<file path="src/rtl/riscv_ctrl_pkg.sv">
`default_nettype none
// ============================================================================
// Module   : riscv_ctrl_pkg
// Purpose  : Shared types and encodings for the multi-cycle RV32I control FSM:
//            state enum, opcodes, ALU codes and datapath mux select values.
// Revision : 1.0  initial release
// ============================================================================
package riscv_ctrl_pkg;

  typedef enum logic [3:0] {
    S_FETCH    = 4'd0,
    S_DECODE   = 4'd1,
    S_MEMADR   = 4'd2,
    S_MEMREAD  = 4'd3,
    S_MEMWB    = 4'd4,
    S_MEMWRITE = 4'd5,
    S_EXEC_R   = 4'd6,
    S_EXEC_I   = 4'd7,
    S_ALUWB    = 4'd8,
    S_JAL      = 4'd9,
    S_BEQ      = 4'd10,
    S_HALT     = 4'd11
  } state_t;

  // Opcodes (instr[6:0])
  localparam logic [6:0] OP_LOAD   = 7'b0000011;
  localparam logic [6:0] OP_STORE  = 7'b0100011;
  localparam logic [6:0] OP_RTYPE  = 7'b0110011;
  localparam logic [6:0] OP_ITYPE  = 7'b0010011;
  localparam logic [6:0] OP_BRANCH = 7'b1100011;
  localparam logic [6:0] OP_JAL    = 7'b1101111;

  // ALU operation codes
  localparam logic [2:0] ALU_ADD = 3'b000;
  localparam logic [2:0] ALU_SUB = 3'b001;
  localparam logic [2:0] ALU_AND = 3'b010;
  localparam logic [2:0] ALU_OR  = 3'b011;
  localparam logic [2:0] ALU_SLT = 3'b101;

  // ALU operation class requested by the FSM
  localparam logic [1:0] ALUOP_ADD  = 2'b00;
  localparam logic [1:0] ALUOP_SUB  = 2'b01;
  localparam logic [1:0] ALUOP_FUNC = 2'b10;

  // Mux select encodings
  localparam logic [1:0] SRCA_PC    = 2'b00;
  localparam logic [1:0] SRCA_OLDPC = 2'b01;
  localparam logic [1:0] SRCA_RD1   = 2'b10;

  localparam logic [1:0] SRCB_RD2   = 2'b00;
  localparam logic [1:0] SRCB_IMM   = 2'b01;
  localparam logic [1:0] SRCB_FOUR  = 2'b10;

  localparam logic [1:0] RES_ALUOUT = 2'b00;
  localparam logic [1:0] RES_RDATA  = 2'b01;
  localparam logic [1:0] RES_ALU    = 2'b10;

  localparam logic [1:0] IMM_I = 2'b00;
  localparam logic [1:0] IMM_S = 2'b01;
  localparam logic [1:0] IMM_B = 2'b10;
  localparam logic [1:0] IMM_J = 2'b11;

  // Immediate format depends on the opcode alone, never on FSM state
  function automatic logic [1:0] imm_sel(input logic [6:0] opc);
    case (opc)
      OP_STORE:  return IMM_S;
      OP_BRANCH: return IMM_B;
      OP_JAL:    return IMM_J;
      default:   return IMM_I;
    endcase
  endfunction

endpackage
`default_nettype wire

</file>
<file path="src/rtl/alu_decoder.sv">
`default_nettype none
// ============================================================================
// Module   : alu_decoder
// Purpose  : Combinational ALU control decode from the FSM's ALU op class and
//            the instruction funct fields.
// Revision : 1.0  initial release
// ============================================================================
module alu_decoder
  import riscv_ctrl_pkg::*;
(
  input  logic [1:0] alu_op,
  input  logic [2:0] funct3,
  input  logic       op5,
  input  logic       funct7b5,
  output logic [2:0] alu_control
);

  // Map op class and funct fields to an ALU operation
  always_comb begin
    alu_control = ALU_ADD;
    case (alu_op)
      ALUOP_SUB: alu_control = ALU_SUB;
      ALUOP_FUNC: begin
        case (funct3)
          // Only register-register forms can subtract; addi ignores bit 30
          3'b000:  alu_control = (op5 & funct7b5) ? ALU_SUB : ALU_ADD;
          3'b010:  alu_control = ALU_SLT;
          3'b110:  alu_control = ALU_OR;
          3'b111:  alu_control = ALU_AND;
          default: alu_control = ALU_ADD;
        endcase
      end
      default: alu_control = ALU_ADD;
    endcase
  end

endmodule
`default_nettype wire

</file>
<file path="src/rtl/multicycle_ctrl_fsm.sv">
`default_nettype none
// ============================================================================
// Module   : multicycle_ctrl_fsm
// Purpose  : Main control FSM for a multi-cycle RV32I datapath. Moore-decoded
//            strobes/selects, memory ready handshake with timeout (sticky
//            bus_err, HALT), illegal-opcode pulse.
//            Optional macro CTRL_PERF_CNT_EN adds cycle_cnt / instret_cnt.
// Revision : 1.0  initial release
// ============================================================================
module multicycle_ctrl_fsm
  import riscv_ctrl_pkg::*;
#(
  parameter int MEM_TIMEOUT = 16,
  parameter int CNT_W       = 32
) (
  input  logic       clk,
  input  logic       srst,
  input  logic [6:0] op,
  input  logic [2:0] funct3,
  input  logic       funct7b5,
  input  logic       zero,
  input  logic       mem_ready,
  output logic       pc_write,
  output logic       adr_src,
  output logic       mem_write,
  output logic       ir_write,
  output logic [1:0] result_src,
  output logic [1:0] alu_src_a,
  output logic [1:0] alu_src_b,
  output logic [1:0] imm_src,
  output logic [2:0] alu_control,
  output logic       reg_write,
  output logic       illegal,
  output logic       bus_err
`ifdef CTRL_PERF_CNT_EN
  ,
  output logic [CNT_W-1:0] cycle_cnt,
  output logic [CNT_W-1:0] instret_cnt
`endif
);

  localparam int              WAIT_W   = (MEM_TIMEOUT > 2) ? $clog2(MEM_TIMEOUT) : 1;
  localparam logic [WAIT_W-1:0] WAIT_MAX = WAIT_W'(MEM_TIMEOUT - 1);

  if (MEM_TIMEOUT < 2 || CNT_W < 1) begin : g_param_check
    $error("multicycle_ctrl_fsm: MEM_TIMEOUT must be >= 2 and CNT_W >= 1");
  end

  state_t             state;
  state_t             next_state;
  logic [WAIT_W-1:0]  wait_cnt;
  logic [1:0]         alu_op;
  logic [2:0]         alu_ctrl_dec;
  logic               mem_wait;
  logic               timeout;

  alu_decoder u_alu_decoder (
    .alu_op      (alu_op),
    .funct3      (funct3),
    .op5         (op[5]),
    .funct7b5    (funct7b5),
    .alu_control (alu_ctrl_dec)
  );

  // States that stall on the memory handshake, and the timeout condition
  assign mem_wait = (state == S_FETCH) || (state == S_MEMREAD) || (state == S_MEMWRITE);
  assign timeout  = mem_wait && !mem_ready && (wait_cnt == WAIT_MAX);

  // State, wait counter and sticky bus error
  always_ff @(posedge clk or posedge srst) begin
    if (srst) begin
      state    <= S_FETCH;
      wait_cnt <= '0;
      bus_err  <= 1'b0;
    end else begin
      state <= next_state;
      if (timeout) begin
        bus_err <= 1'b1;
      end
      if (mem_wait && !mem_ready && (next_state == state)) begin
        wait_cnt <= wait_cnt + 1'b1;
      end else begin
        wait_cnt <= '0;
      end
    end
  end

  // Next-state and per-state output decode; reset forces every output low
  always_comb begin
    next_state  = state;
    pc_write    = 1'b0;
    adr_src     = 1'b0;
    mem_write   = 1'b0;
    ir_write    = 1'b0;
    result_src  = RES_ALUOUT;
    alu_src_a   = SRCA_PC;
    alu_src_b   = SRCB_RD2;
    alu_op      = ALUOP_ADD;
    reg_write   = 1'b0;
    illegal     = 1'b0;
    imm_src     = imm_sel(op);

    case (state)
      S_FETCH: begin
        alu_src_b  = SRCB_FOUR;
        result_src = RES_ALU;
        ir_write   = mem_ready;
        pc_write   = mem_ready;
        if (mem_ready) next_state = S_DECODE;
      end
      S_DECODE: begin
        // Branch target precomputed as OldPC + imm
        alu_src_a = SRCA_OLDPC;
        alu_src_b = SRCB_IMM;
        case (op)
          OP_LOAD, OP_STORE: next_state = S_MEMADR;
          OP_RTYPE:          next_state = S_EXEC_R;
          OP_ITYPE:          next_state = S_EXEC_I;
          OP_BRANCH:         next_state = S_BEQ;
          OP_JAL:            next_state = S_JAL;
          default: begin
            next_state = S_FETCH;
            illegal    = 1'b1;
          end
        endcase
      end
      S_MEMADR: begin
        alu_src_a  = SRCA_RD1;
        alu_src_b  = SRCB_IMM;
        next_state = op[5] ? S_MEMWRITE : S_MEMREAD;
      end
      S_MEMREAD: begin
        adr_src = 1'b1;
        if (mem_ready) next_state = S_MEMWB;
      end
      S_MEMWB: begin
        result_src = RES_RDATA;
        reg_write  = 1'b1;
        next_state = S_FETCH;
      end
      S_MEMWRITE: begin
        adr_src   = 1'b1;
        mem_write = 1'b1;
        if (mem_ready) next_state = S_FETCH;
      end
      S_EXEC_R: begin
        alu_src_a  = SRCA_RD1;
        alu_src_b  = SRCB_RD2;
        alu_op     = ALUOP_FUNC;
        next_state = S_ALUWB;
      end
      S_EXEC_I: begin
        alu_src_a  = SRCA_RD1;
        alu_src_b  = SRCB_IMM;
        alu_op     = ALUOP_FUNC;
        next_state = S_ALUWB;
      end
      S_ALUWB: begin
        reg_write  = 1'b1;
        next_state = S_FETCH;
      end
      S_JAL: begin
        alu_src_a  = SRCA_OLDPC;
        alu_src_b  = SRCB_FOUR;
        pc_write   = 1'b1;
        next_state = S_ALUWB;
      end
      S_BEQ: begin
        alu_src_a  = SRCA_RD1;
        alu_src_b  = SRCB_RD2;
        alu_op     = ALUOP_SUB;
        pc_write   = zero;
        next_state = S_FETCH;
      end
      S_HALT: begin
        next_state = S_HALT;
      end
      default: begin
        next_state = S_FETCH;
      end
    endcase

    // A stuck memory wins over staying put; ready in the same cycle wins over this
    if (timeout) begin
      next_state = S_HALT;
    end

    alu_control = alu_ctrl_dec;

    // Outputs drop immediately on reset, abandoning any pending write
    if (srst) begin
      pc_write    = 1'b0;
      adr_src     = 1'b0;
      mem_write   = 1'b0;
      ir_write    = 1'b0;
      result_src  = 2'b00;
      alu_src_a   = 2'b00;
      alu_src_b   = 2'b00;
      imm_src     = 2'b00;
      alu_control = 3'b000;
      reg_write   = 1'b0;
      illegal     = 1'b0;
    end
  end

`ifdef CTRL_PERF_CNT_EN
  // Cycle and retired-instruction counters, wrapping naturally
  always_ff @(posedge clk or posedge srst) begin
    if (srst) begin
      cycle_cnt   <= '0;
      instret_cnt <= '0;
    end else begin
      if (state != S_HALT) begin
        cycle_cnt <= cycle_cnt + 1'b1;
      end
      if ((next_state == S_FETCH) &&
          ((state == S_MEMWB) || (state == S_MEMWRITE) ||
           (state == S_ALUWB) || (state == S_BEQ))) begin
        instret_cnt <= instret_cnt + 1'b1;
      end
    end
  end
`endif

endmodule
`default_nettype wire

</file>
<file path="config.mk">
export PLATFORM = sky130hd
export DESIGN_NAME = multicycle_ctrl_fsm
export DESIGN_NICKNAME = d
export VERILOG_FILES = /design/src/rtl/riscv_ctrl_pkg.sv /design/src/rtl/alu_decoder.sv /design/src/rtl/multicycle_ctrl_fsm.sv
export SDC_FILE = /design/constraint.sdc
export NUM_CORES = 1
export LEC_CHECK = 0
export ABC_AREA = 1
export ABC_CLOCK_PERIOD_IN_PS = 2600
export BUFFER_PORTS_ARGS = -buffer_cell sky130_fd_sc_hd__clkbuf_2
export CORE_MARGIN = 2
export CORE_UTILIZATION = 50
export CTS_CLUSTER_DIAMETER = 30
export CTS_CLUSTER_SIZE = 30
export DETAILED_ROUTE_END_ITERATION = 8
export PLACE_DENSITY = 0.86
export RECOVER_POWER = 25
export SLEW_MARGIN = 10
export SYNTH_ARGS = -nofsm -noshare
export SYNTH_HDL_FRONTEND = slang
export SYNTH_SLANG_ARGS = --single-unit
</file>
<file path="constraint.sdc">
create_clock -name clk -period 2.6 [get_ports clk]
set_clock_uncertainty 0.05 [all_clocks]
set_input_delay 0.13 -clock clk [delete_from_list [all_inputs] [get_ports clk]]
set_output_delay 0.13 -clock clk [all_outputs]
set_load 0.01 [all_outputs]
</file>
==> results.md <==
* Part of the power in registers at 0.406
* Setup crit start kind: flip-flop
* FFs w/ async S/R, synth at 1.00
* Reg-to-reg startpoint: state[2]$_DFF_PP0_
* Drt wl/cell at 10.7 um
* Worst-skew pair later-pin latency at 0.26 ns
* Cts repair resizes at 0
* R2R depth at 8
* Fin. Hold Viols at 0
* Pins Over Slew Limit at 0
* CTS sink count at 9
* FF-to-FF End: wait_cnt[3]$_DFF_PP0_
* DR vias/cell at 5.13
* Detail Placement HPWL at 1620 um
* Mapped Cells at 128
* Maximum clock insertion buffer count at 2
* Detailed Route Iter0 Violations at 12
* Post-route DRC at 0
* Seq/Total Area, Yosys at 0.268
* ANT nets after route at 0
* CP max stage delay at 0.43 ns
* Logic pwr share at 0.319
* Top cells by count, synth: nand2_1 (22), nor2_1 (21), inv_1 (14)
* CP max-delay cell: dfrtp_1
* Synth Warn # at 0
* TritonCTS buffer count at 3
* Critical Path Sink Type: primary output
* Hold EP: state[1]$_DFF_PP0_
* CP required at ~2.4 ns
* Layout cells sized above 1 at 0.335
* Synth top area share at 0.268
* Vias in the first global route at 818
* Worst slew margin at 0.636
* Flops & latches, synth at 9
* Synth area leaders: dfrtp_1 (27%), nand2_1 (9.8%), nor2_1 (9.4%), inv_1 (6.3%), nand3_4 (6.3%)
* Die width at approximately 45 um
* H-tree depth at 1
* Starting Density at 0.545
* Peak Freq at around 0.45 GHz
* Row cnt at 14
* Largest net degree at the start of global routing at 14
* Worst-margin pin slew at 0.545 ns
* Hold_sp: op[5]
* Outcome: complete, no violations
* Mean Syn Cell Area at 6.56 um2
* Worst path depth at 8
* Post-synth EDFFs at 0
* Nets at 183
* Area grow syn2layout at 25.0%
* Die height at ~45 um
* CP Buf/Inv Count at 3
* Library cells used by synthesis at 28
* Gpl congestion at 0.980
* Post-Syn Area at 840 um2
* Min Tclk post-route at 2.21 ns
* CP arrival at a little over 2 ns
* Post-CTS Setup Inserts at 0
* Setup TNS Final at 0 ns
* TritonCTS clock tree: built
* Tightest Hold Check Type: in2reg
* # port buffers at 32
* Ys flop type: dfrtp_1
* Leakage power at 0.563 nW
* Total GRT Usage at 0.214
* First-pass GRT wire length at roughly 3200 um
* Syn_nets at 146
* Ant diodes at 0
* Switching Power at 0.134 mW
* Crit Path Category: reg2out
* Final wirelength at 1920 um
* GRT Residual Overflow at 0
* Synth area leader: dfrtp_1
* Cell family with most CP delay: simple AND/OR/NAND/NOR gates
* DR vias at slightly above 900
* Core area at roughly 1500 um2
* Power, Total at between 0.3 and 0.4 mW
* Clock transition at path regs at 0.06 ns
* R2r setup slk at 1.17 ns
* Power Density at about 370 nW/um2
* IO Count at 33
* Internal cell power at 0.254 mW
* RSZ-0062 raised after global routing: false
* Clk pwr share at 0.275
* Max Fanout on Critical Path at 5
* Initial antenna violation count at 0
* Worst hold stages at 4
* Final worst path period share at 0.849
* Cells along the critical path: inv_2 > nand2_1 > nor2_1 > inv_1 > ha_1 > nor3_1 > nor3b_1 > clkbuf_2
* Max Cap Viol at 0
* Detailed-router iteration count before antenna repair at 4
* Final setup viols at 0
* DIE AREA at 2020 um2
* Sw Ratio at 0.345
* Peak VDD IR at approximately 270 uV
* Root buf cell: clkbuf_4
* Most frequent cell after synthesis: nand2_1
## worst max-delay path by stage
stage,startpoint,to,slack (ns)
finish,state[2]$_DFF_PP0_,alu_control[2],0.39
floorplan,state[2]$_DFF_PP0_,alu_control[2],0.82
global placement,state[2]$_DFF_PP0_,alu_control[2],0.75
global route,state[2]$_DFF_PP0_,alu_control[2],0.24
CTS,state[2]$_DFF_PP0_,alu_control[2],0.41
detailed placement,state[2]$_DFF_PP0_,alu_control[2],0.69
## final cells by class
type / instances / area [um2]
repair buffers: 33 / 168
fillers: 146 / 492
multi-input cells: 95 / 523
flip-flops and latches: 9 / 225
clock buffers: 4 / 26.3
well taps: 16 / 20.0
inverters: 23 / 87.6
## worst min-delay path, cell delays in order
cell and delay [ns]:
clkbuf_2 0.11, inv_1 0.07, nand2_1 0.05, o2111ai_1 0.10
## sequential cells by signal, indices dropped and copies added (netlist names)
register / flops
wait_cnt: 4
state: 4
bus_err: 1
## logic make-up (layout without fill, tap and decap cells)
logic type	Yosys count	after routing	synth area share
xor+xnor	2	2	0.0209
buf+inv	24	60	0.109
flops	9	9	0.268
fa+ha+maj	3	3	0.0447
simple gates	72	72	0.434
compound gates	18	18	0.124
## timing repair
item                                    CTS  global route
hold endpoints to repair                  9             0
hold buffers                              1             0
endpoints found under the setup margin    0             0
## metal layers
layer  up-vias  GRT usage  routed length (um)
li1        484          -                   -
met1       400      0.285                 857
met3         5     0.0240                 120
met5         -          0                   0
met4         0      0.100                  35
met2        34      0.346                 911
## placed cells by master (no fill, tap or decap), drive strengths merged, types with 2 or more instances in the layout
master / netlist / final
o21ai: 4 / 4
ha: 3 / 3
dfrtp: 9 / 9
nand2: 29 / 29
a21oi: 9 / 9
clkbuf: 0 / 36
clkinv: 2 / 2
nand3: 8 / 8
nor3: 6 / 6
nor2: 25 / 25
inv: 21 / 21
## through the flow
stage	instances	hold slack [ns]	area, um2	worst slack (ns)	util
global route	180	0.220	1050	0.237	0.681
detailed placement	175	0.249	1020	0.694	0.659
floorplan	128	-0.0677	840	0.821	-
CTS	180	0.187	1050	0.414	0.683
global placement	175	0.241	1020	0.752	0.659
finish	180	0.193	1050	0.392	0.681
## power by group through the flow
stage / sequential (mW) / combinational [mW] / clock, mW
after floorplan: 0.159 / 0.0839 / 0
after global placement: 0.160 / 0.120 / 0
after detailed placement: 0.160 / 0.123 / 0
after CTS: 0.158 / 0.124 / 0.109
after global routing: 0.160 / 0.138 / 0.116
final: 0.158 / 0.124 / 0.107
(Power assumes the default switching activity.)
